<file path="src/rtl/vend_credit_controller.sv">
// ---------------------------------------------------------------------------
// vend_credit_controller
//
// Front end of the change-dispense path. It adds inserted coins to a credit
// register and rejects any coin that would push credit past MAX_CREDIT. It
// accepts a product selection and either releases the item or reports short
// funds. After a vend that leaves a remainder, or after a cancel, it offers a
// 9-bit change value on a valid/ack handshake.
//
// Parameters
//   PRICE0..PRICE3 : item prices in cents (each must be <= MAX_CREDIT)
//   MAX_CREDIT     : credit ceiling in cents (must be <= 399 so the
//                    downstream quarter count stays within 4 bits)
//
// Ports
//   clk          in   rising-edge clock
//   rst          in   asynchronous active-high reset
//   coin_valid   in   one-cycle coin strobe
//   coin_type    in   0 penny, 1 nickel, 2 dime, 3 quarter
//   sel_valid    in   one-cycle selection strobe
//   sel_item     in   selected item index
//   cancel       in   one-cycle refund request
//   change_ack   in   downstream has taken the change value
//   credit       out  accumulated credit in cents
//   coin_reject  out  one-cycle pulse, coin returned uncredited
//   short_funds  out  one-cycle pulse, selection refused for lack of credit
//   vend         out  one-cycle pulse, item released
//   vend_item    out  item index that accompanies vend
//   change       out  change amount, valid while change_valid
//   change_valid out  change offer pending
//   busy         out  high while vending or offering change
// ---------------------------------------------------------------------------
module vend_credit_controller #(
  parameter int PRICE0     = 65,
  parameter int PRICE1     = 100,
  parameter int PRICE2     = 125,
  parameter int PRICE3     = 150,
  parameter int MAX_CREDIT = 399
) (
  input  logic       clk,
  input  logic       rst,
  input  logic       coin_valid,
  input  logic [1:0] coin_type,
  input  logic       sel_valid,
  input  logic [1:0] sel_item,
  input  logic       cancel,
  input  logic       change_ack,
  output logic [8:0] credit,
  output logic       coin_reject,
  output logic       short_funds,
  output logic       vend,
  output logic [1:0] vend_item,
  output logic [8:0] change,
  output logic       change_valid,
  output logic       busy
);

  typedef enum logic [1:0] {
    ST_IDLE,
    ST_CREDIT,
    ST_VEND,
    ST_CHANGE
  } state_t;

  // The sum is one bit wider than credit so that the ceiling test sees the
  // true total before anything is committed.
  localparam logic [9:0] MAX_CREDIT_W = 10'(MAX_CREDIT);
  localparam logic [8:0] PRICE0_W     = 9'(PRICE0);
  localparam logic [8:0] PRICE1_W     = 9'(PRICE1);
  localparam logic [8:0] PRICE2_W     = 9'(PRICE2);
  localparam logic [8:0] PRICE3_W     = 9'(PRICE3);

  state_t     state, state_nxt;
  logic [8:0] credit_nxt;
  logic [8:0] change_nxt;
  logic       change_valid_nxt;
  logic       coin_reject_nxt;
  logic       short_funds_nxt;
  logic       vend_nxt;
  logic [1:0] vend_item_nxt;

  logic [8:0] coin_value;
  logic [8:0] price;
  logic [9:0] coin_sum;
  logic [8:0] vend_diff;

  // Coin denomination in cents.
  always_comb begin
    coin_value = 9'd1;
    case (coin_type)
      2'd0:    coin_value = 9'd1;
      2'd1:    coin_value = 9'd5;
      2'd2:    coin_value = 9'd10;
      default: coin_value = 9'd25;
    endcase
  end

  // Price of the item being selected this cycle.
  always_comb begin
    price = PRICE0_W;
    case (sel_item)
      2'd0:    price = PRICE0_W;
      2'd1:    price = PRICE1_W;
      2'd2:    price = PRICE2_W;
      default: price = PRICE3_W;
    endcase
  end

  // vend_diff is used only when credit >= price, so it never wraps.
  assign coin_sum  = {1'b0, credit} + {1'b0, coin_value};
  assign vend_diff = credit - price;

  // Next-state and next-output logic. While credit can be spent, cancel wins
  // over a selection, and a selection wins over a coin. A coin that arrives
  // alongside either of them is always handed back.
  always_comb begin
    state_nxt        = state;
    credit_nxt       = credit;
    change_nxt       = change;
    change_valid_nxt = change_valid;
    coin_reject_nxt  = 1'b0;
    short_funds_nxt  = 1'b0;
    vend_nxt         = 1'b0;
    vend_item_nxt    = vend_item;

    case (state)
      ST_IDLE, ST_CREDIT: begin
        if (cancel) begin
          coin_reject_nxt = coin_valid;
          if (credit != 9'd0) begin
            change_nxt       = credit;
            change_valid_nxt = 1'b1;
            credit_nxt       = 9'd0;
            state_nxt        = ST_CHANGE;
          end
        end else if (sel_valid) begin
          coin_reject_nxt = coin_valid;
          if (credit >= price) begin
            vend_nxt      = 1'b1;
            vend_item_nxt = sel_item;
            credit_nxt    = 9'd0;
            state_nxt     = ST_VEND;
            if (vend_diff != 9'd0) begin
              change_nxt       = vend_diff;
              change_valid_nxt = 1'b1;
            end
          end else begin
            short_funds_nxt = 1'b1;
          end
        end else if (coin_valid) begin
          if (coin_sum <= MAX_CREDIT_W) begin
            credit_nxt = coin_sum[8:0];
            state_nxt  = ST_CREDIT;
          end else begin
            coin_reject_nxt = 1'b1;
          end
        end
      end

      // One cycle to release the item. Credit is already zero, so the
      // machine goes to the change handshake if change is owed, else to idle.
      ST_VEND: begin
        coin_reject_nxt = coin_valid;
        state_nxt       = change_valid ? ST_CHANGE : ST_IDLE;
      end

      // Hold the change offer until the downstream stage takes it.
      ST_CHANGE: begin
        coin_reject_nxt = coin_valid;
        if (change_ack) begin
          change_valid_nxt = 1'b0;
          change_nxt       = 9'd0;
          state_nxt        = ST_IDLE;
        end
      end

      default: begin
        state_nxt = ST_IDLE;
      end
    endcase
  end

  // State and output registers. Reset clears any credit and any pending
  // change straight away.
  always_ff @(posedge clk or posedge rst) begin
    if (rst) begin
      state        <= ST_IDLE;
      credit       <= 9'd0;
      change       <= 9'd0;
      change_valid <= 1'b0;
      coin_reject  <= 1'b0;
      short_funds  <= 1'b0;
      vend         <= 1'b0;
      vend_item    <= 2'd0;
    end else begin
      state        <= state_nxt;
      credit       <= credit_nxt;
      change       <= change_nxt;
      change_valid <= change_valid_nxt;
      coin_reject  <= coin_reject_nxt;
      short_funds  <= short_funds_nxt;
      vend         <= vend_nxt;
      vend_item    <= vend_item_nxt;
    end
  end

  assign busy = (state == ST_VEND) || (state == ST_CHANGE);

endmodule

</file>
<file path="config.mk">
export PLATFORM = sky130hd
export DESIGN_NAME = vend_credit_controller
export DESIGN_NICKNAME = d
export VERILOG_FILES = /design/src/rtl/vend_credit_controller.sv
export SDC_FILE = /design/constraint.sdc
export NUM_CORES = 1
export LEC_CHECK = 0
export ABC_CLOCK_PERIOD_IN_PS = 3300
export BUFFER_PORTS_ARGS = -buffer_cell sky130_fd_sc_hd__buf_4
export CAP_MARGIN = 20
export CORE_UTILIZATION = 45
export CTS_BUF_LIST = sky130_fd_sc_hd__clkbuf_8
export DETAILED_ROUTE_END_ITERATION = 7
export PLACE_DENSITY_LB_ADDON = 0.05
export SETUP_SLACK_MARGIN = 0.2
export SLEW_MARGIN = 10
export SYNTH_ARGS = -nofsm -noshare
export SYNTH_HDL_FRONTEND = slang
export SYNTH_SLANG_ARGS = --single-unit
export TNS_END_PERCENT = 50
</file>
<file path="constraint.sdc">
create_clock -name clk -period 3.3 [get_ports clk]
set_input_delay 0.165 -clock clk [delete_from_list [all_inputs] [get_ports clk]]
set_output_delay 0.165 -clock clk [all_outputs]
set_load 0.005 [all_outputs]
</file>
## After elaboration in Yosys (flattened, before gate mapping)

Index checks and enable logic that the tools add are counted.

- Register bits after elaboration: 26
- Input port bits: 10
- Output and inout port bits: 25
- Word-level logic and storage cells: 89

- Add/sub/neg operators: 2
- $lt $le $gt $ge: 2
- Equal/unequal tests: 17
- Mux-type cells: 44
- Bitwise logic cells: 1
- Reductions and logical operators: 15

Operators by type and width:

| cell | count |
|---|---|
| 9-bit 2-to-1 mux | 12 |
| 8-bit case mux with 3 select lines | 1 |
| 1-bit 2-to-1 mux | 18 |
| 9-bit case mux with 2 select lines | 1 |
| 9-bit nonzero test | 2 |
| 2-bit 2-to-1 mux | 8 |
| 5-bit case mux with 3 select lines | 1 |
| 3-bit != test, second input constant | 4 |
| 4-bit != test, second input constant | 3 |
| 9-bit by 9-bit adder with 10-bit output | 1 |
| 10-bit by 9-bit <= comparator with 1-bit output, second input constant | 1 |
| 5-bit AND reduction | 2 |
| 9-bit greater-or-equal comparator | 1 |
| 9-bit subtractor | 1 |
| 2-bit == test, second input constant | 4 |
| 2-bit by 1-bit == test with 1-bit output, second input constant | 3 |
| 2-bit logical NOT | 3 |
| 2-bit case mux with 3 select lines | 1 |
| 6-bit AND reduction | 1 |
| 3-bit nonzero test | 2 |
| 1-bit case mux with 2 select lines | 2 |
| 4-bit AND reduction | 1 |
| 2-bit OR reduction | 2 |
| 3-bit by 1-bit != test with 1-bit output, second input constant | 1 |
| other kinds (5) | 5 |

## Logic depth before layout (Yosys ltp)

- Depth after elaboration: 9
- Gate-level depth with buffers: 15
- Mapped depth without buffers: 14

## Least setup slack after synthesis

Ideal clock, no wire load.

- Kind: reg2reg
- From: reg credit[0]
- To: reg credit[2]
- Library setup time: 125 ps
- Arrival time: 2,740 ps
- Data required time: 3,175 ps
- Setup slack: 435 ps
- Cell stages (with the launch flop): 10
- Path buffers: 0
- Clock period less this slack: 2,865 ps
- Path through: dfrtp_1 ha_1 fa_1 a21o_1 a211oi_1 o21ai_0 and4b_1 a311oi_4 a22o_4 mux2_4

- Word-level cells in the longest chain between the ends: 5
- Elaborated cells on any way between the ends: 12
- Classes of those cells: 1 x add/sub; 2 x order compare; 2 x eq/ne; 4 x mux; 3 x reduce/logical

Ends and longest elaborated chain:

| what | line | text |
|---|---|---|
| from (decl) | 48 | `output logic [8:0] credit,` |
| from (signal assigned) | 197 | `credit <= credit_nxt;` |
| parallel branches: the longest is 5 deep, another holds 9-bit by 9-bit adder with 10-bit output | n/a |  |

Parallel ways; which one is timed is not known. The select of a mux whose other input is x is not followed.
A chain may end at the register's enable or synchronous reset.

## Final worst setup path

- From: reg credit[0]
- To: reg credit[7]

Same word-level chain as after synthesis.

==> impl_metrics.prom <==
# TYPE chip_impl_metric gauge
chip_impl_metric{name="grtUsageTotal",unit=""} 0.2261
chip_impl_metric{name="postCtsSetupBuffers",unit=""} 0
chip_impl_metric{name="tightestPinTransition",unit="ps"} 576.4
chip_impl_metric{name="number_of_violations_of_the_max_capacitance_limit",unit=""} 0
chip_impl_info{name="most_area_consuming_cells_after_synthesis",value="dfrtp_1 31%, ha_1 10%, a21o_1 4.2%, nor2_1 4.1%, nand2_1 3.5%"} 1
chip_impl_info{name="reg2reg_to",value="credit[7]"} 1
chip_impl_metric{name="cts_buffer_depth",unit=""} 2
chip_impl_metric{name="syn_to_final_growth",unit="%"} 19.86
chip_impl_metric{name="detail_route.wirelength",unit="um"} 5160
chip_impl_metric{name="ant_nets",unit=""} 0
chip_impl_info{name="grt-busiest-layer",value="met2"} 1
chip_impl_info{name="run_status",value="complete, but fails checks"} 1
chip_impl_metric{name="yosys.area_share.adder",unit=""} 0.1190
chip_impl_metric{name="crit_path_max_fanout",unit=""} 7
chip_impl_metric{name="fp-row-count",unit=""} 24
chip_impl_info{name="regToRegStartpoint",value="credit[0]"} 1
chip_impl_info{name="tritoncts",value="built"} 1
chip_impl_metric{name="worstRegToRegCells",unit=""} 10
chip_impl_metric{name="gr-usage-met2",unit=""} 0.3472
chip_impl_metric{name="gr-total-overflow",unit=""} 0
chip_impl_info{name="hp-start",value="sel_item[0]"} 1
chip_impl_metric{name="synth.net_count",unit=""} 267
chip_impl_metric{name="fp.dieArea",unit="um2"} 4997
chip_impl_info{name="synth_top_family_by_area",value="compound AO/OA/AOI/OAI gates"} 1
chip_impl_metric{name="post-synth-top-area-fraction",unit=""} 0.3064
chip_impl_metric{name="synth_compound_gate_area_share",unit=""} 0.2322
chip_impl_metric{name="firstDrtPassIters",unit=""} 6
chip_impl_metric{name="initial_drc_count",unit=""} 162
chip_impl_metric{name="io-pin-count",unit=""} 35
chip_impl_metric{name="worstSkewPairLatency",unit="ps"} 280
chip_impl_metric{name="reg2reg_slack",unit="ps"} 380
chip_impl_metric{name="totalNegativeSetupSlack",unit="ps"} 0
chip_impl_metric{name="core",unit="um2"} 4444
chip_impl_metric{name="headroom_to_the_max_slew_limit",unit=""} 0.6058
chip_impl_info{name="grt_setup_unrepaired",value="no"} 1
chip_impl_metric{name="irDropWorstVdd",unit="mV"} 0.3598
chip_impl_metric{name="n_antenna_cell",unit=""} 0
chip_impl_metric{name="synthMuxAreaShare",unit=""} 0.06541
chip_impl_metric{name="synth_edf_count",unit=""} 0
chip_impl_metric{name="clock_skew",unit="ps"} 3.616
chip_impl_info{name="synth-main-ff-cell",value="dfrtp_1"} 1
chip_impl_metric{name="vias",unit=""} 1840
chip_impl_metric{name="avgSynthCellArea",unit="um2"} 8.921
chip_impl_info{name="min_to",value="vend_item[0]"} 1
chip_impl_metric{name="maximum_number_of_pins_on_one_net_before_global_route_repair",unit=""} 27
chip_impl_info{name="critPathCaptureType",value="flip-flop"} 1
chip_impl_metric{name="leakagePower",unit="nW"} 1.282
chip_impl_metric{name="yosys.area_share.simple",unit=""} 0.1962
chip_impl_metric{name="final.period_utilization",unit=""} 0.8837
chip_impl_info{name="violations",value="design-rule violations"} 1
chip_impl_metric{name="slowest_delay",unit="ps"} 430
chip_impl_metric{name="hold_fails_final_rpt",unit=""} 0
chip_impl_metric{name="worst_setup_hold_path_clk_slew",unit="ps"} 90
chip_impl_metric{name="initial_core_util",unit=""} 0.4778
chip_impl_metric{name="gr-usage-met1",unit=""} 0.3321
chip_impl_metric{name="grt_pass1_wl",unit="um"} 8873
chip_impl_metric{name="setup_viol",unit=""} 0
chip_impl_metric{name="antenna_violations_before_repair",unit=""} 0
chip_impl_metric{name="synth-xor-area-share",unit=""} 0.03300
chip_impl_metric{name="hold-path-cell-count",unit=""} 2
chip_impl_metric{name="seq_area_frac_synth",unit=""} 0.3064
chip_impl_metric{name="maxSlewViolCount",unit=""} 0
chip_impl_metric{name="post_drt_via_cell_ratio",unit=""} 5.576
chip_impl_metric{name="cell_variety_after_synth",unit=""} 52
chip_impl_info{name="timing.setup.critical_path_class",value="reg -> reg"} 1
chip_impl_metric{name="final_nets",unit=""} 309
chip_impl_metric{name="finalCriticalPeriod",unit="ps"} 2916
chip_impl_metric{name="hpwl",unit="um"} 4015
chip_impl_metric{name="arrival",unit="ps"} 3080
chip_impl_metric{name="routed_length_per_instance",unit="um"} 15.64
chip_impl_metric{name="worst-endpoint-required",unit="ps"} 3470
chip_impl_info{name="cp_cell_sequence",value="ha_1, fa_1, a21o_1, a211oi_2, o21ai_0, and4b_1, a311oi_4, buf_4, nand3_1, a32o_1"} 1
chip_impl_metric{name="highest_clock_rate",unit="MHz"} 342.9
chip_impl_info{name="crit_slowest_cell",value="fa_1"} 1
chip_impl_metric{name="cts_made_buffers",unit=""} 3
chip_impl_metric{name="place.gp.congestion",unit=""} 0.8340
chip_impl_metric{name="die_h",unit="um"} 70.69
chip_impl_metric{name="post-route-drc-count",unit=""} 6
chip_impl_info{name="clk_root_buffer_cell",value="clkbuf_8"} 1
chip_impl_metric{name="htree_levels",unit=""} 1
chip_impl_metric{name="drive_gt1_frac",unit=""} 0.2266
chip_impl_metric{name="finalHoldWorstSlack",unit="ps"} 141.2
chip_impl_metric{name="clock_sink_count",unit=""} 26
chip_impl_metric{name="grt_pass1_vias",unit=""} 1857
chip_impl_metric{name="synth.yosys.warnings",unit=""} 0
chip_impl_metric{name="fp.dieW",unit="um"} 70.69
chip_impl_metric{name="p_per_area",unit="nW/um2"} 714.4
chip_impl_info{name="timing.critical_path.from_type",value="flip-flop"} 1
chip_impl_metric{name="placement.io_buffers",unit=""} 34
chip_impl_info{name="worstHoldPathType",value="in -> reg"} 1
chip_impl_metric{name="met3_usage",unit=""} 0.03134
chip_impl_metric{name="syn_area",unit="um2"} 2123
chip_impl_info{name="yosys.area.top_type",value="dfrtp_1"} 1
chip_impl_metric{name="ys_ff_latch",unit=""} 26
chip_impl_metric{name="postSynth.asyncResetShare",unit=""} 1.000
chip_impl_metric{name="synthesis.instances",unit=""} 238
[layout by cell type, fill, tap and decap left out, types with 3 or more instances in the layout]
cell / count
xor2_1: 3
xnor2_1: 5
mux2_4: 3
dfrtp_1: 26
ha_1: 17
o21a_1: 4
o21ai_0: 10
inv_1: 17
nor3_1: 9
a21oi_1: 11
a211oi_2: 3
clkbuf_8: 3
and2_1: 4
and3_1: 3
nor2b_1: 3
mux2_2: 3
a2111oi_0: 3
a32o_1: 3
nor2_1: 23
nor4_1: 3
nand3_1: 5
nand2b_1: 3
nand2_1: 20
buf_4: 43
a21o_1: 12
mux2i_1: 6
[synth_stat cells, types with 2 or more instances]
cell type / number
o21a_1: 4
ha_1: 17
inv_1: 17
nand2_1: 20
dfrtp_1: 26
nand4_1: 2
mux2_2: 3
clkbuf_1: 4
o2bb2ai_1: 2
o211ai_1: 2
nand3_1: 5
nor2b_1: 3
mux2_4: 3
a211oi_1: 2
nand2b_1: 3
nor3_1: 9
nand3b_1: 2
fa_1: 2
o21ai_0: 10
buf_2: 2
a21oi_1: 11
xnor2_1: 5
a31oi_1: 2
nor4_1: 3
xor2_1: 3
a2111oi_0: 3
a32o_1: 3
a211oi_2: 2
and2_1: 4
a21o_1: 12
and4_1: 2
nor2_1: 23
mux2i_1: 6
and3_1: 3
[layout make-up]
type,count,area (um2)
timing repair buffer,45,347.8
fill,426,1899
clock buffer,3,41.29
sequential,26,650.6
inverter,17,63.81
multi-input combinational,187,1376
tap,52,65.06
[stage by stage]
stage	power (mW)	area (um2)	utilization	std cells	setup WS, ps
2_1_floorplan	1.247	2123	-	238	434.8
3_3_place_gp	1.622	2474	0.5566	325	328.3
3_5_place_dp	1.629	2474	0.5566	325	315.5
4_1_cts	1.819	2515	0.5659	328	299.9
5_1_grt	1.984	2545	0.5726	330	208.4
6_report	1.818	2545	0.5726	330	383.9
[timing repair]
| action | 4_1_cts | 5_1_grt |
|---|---|---|
| resized for setup | 0 | 1 |
| endpoints found under the setup margin | 0 | 6 |
| endpoints found under the hold margin | 0 | 11 |
| hold buffers | 0 | 1 |
[worst max-delay path, delay by kind of cell, from the launching register on]
kind	cells	cell delay, ps
DFF	1	420
buffers and inverters	1	200
AOI/OAI and AO/OA	5	1160
and+or+nand+nor	2	320
adders and majority gates	2	690
[flip-flops by register name (all words and copies together) (netlist names)]
signal and count:
change 9, coin_reject 1, vend 1, short_funds 1
state 2, change_valid 1, vend_item 2, credit 9
[power breakdown]
part	leakage, nW	internal [mW]	switching (mW)
clock	0.0216	0.0821	0.101
combinational	0.919	0.548	0.594
sequential	0.342	0.420	0.0736
total	1.28	1.05	0.768
[per-layer routing]
metal	up-vias	wire, um
li1	942	-
met1	847	2625
met2	42	2222
met3	9	224
met4	0	88
met5	-	0
[worst max path at each step]
stage	endpoint	from	cells past startpoint	slack, ps
6_report	credit[7]	credit[0]	10	380
5_1_grt	change_valid	credit[0]	11	210
4_1_cts	credit[7]	credit[0]	10	300
3_5_place_dp	credit[7]	coin_type[0]	12	320
3_3_place_gp	change_valid	sel_item[0]	15	330
2_1_floorplan	credit[2]	credit[0]	9	430
[cell families after synthesis]
family          Yosys count
simple gates             84
compound gates           64
fa+ha+maj                19
flops                    26
mux                      12
xor+xnor                  8
buf+inv                  25
Note: power is estimated with default switching activity, not from simulation.
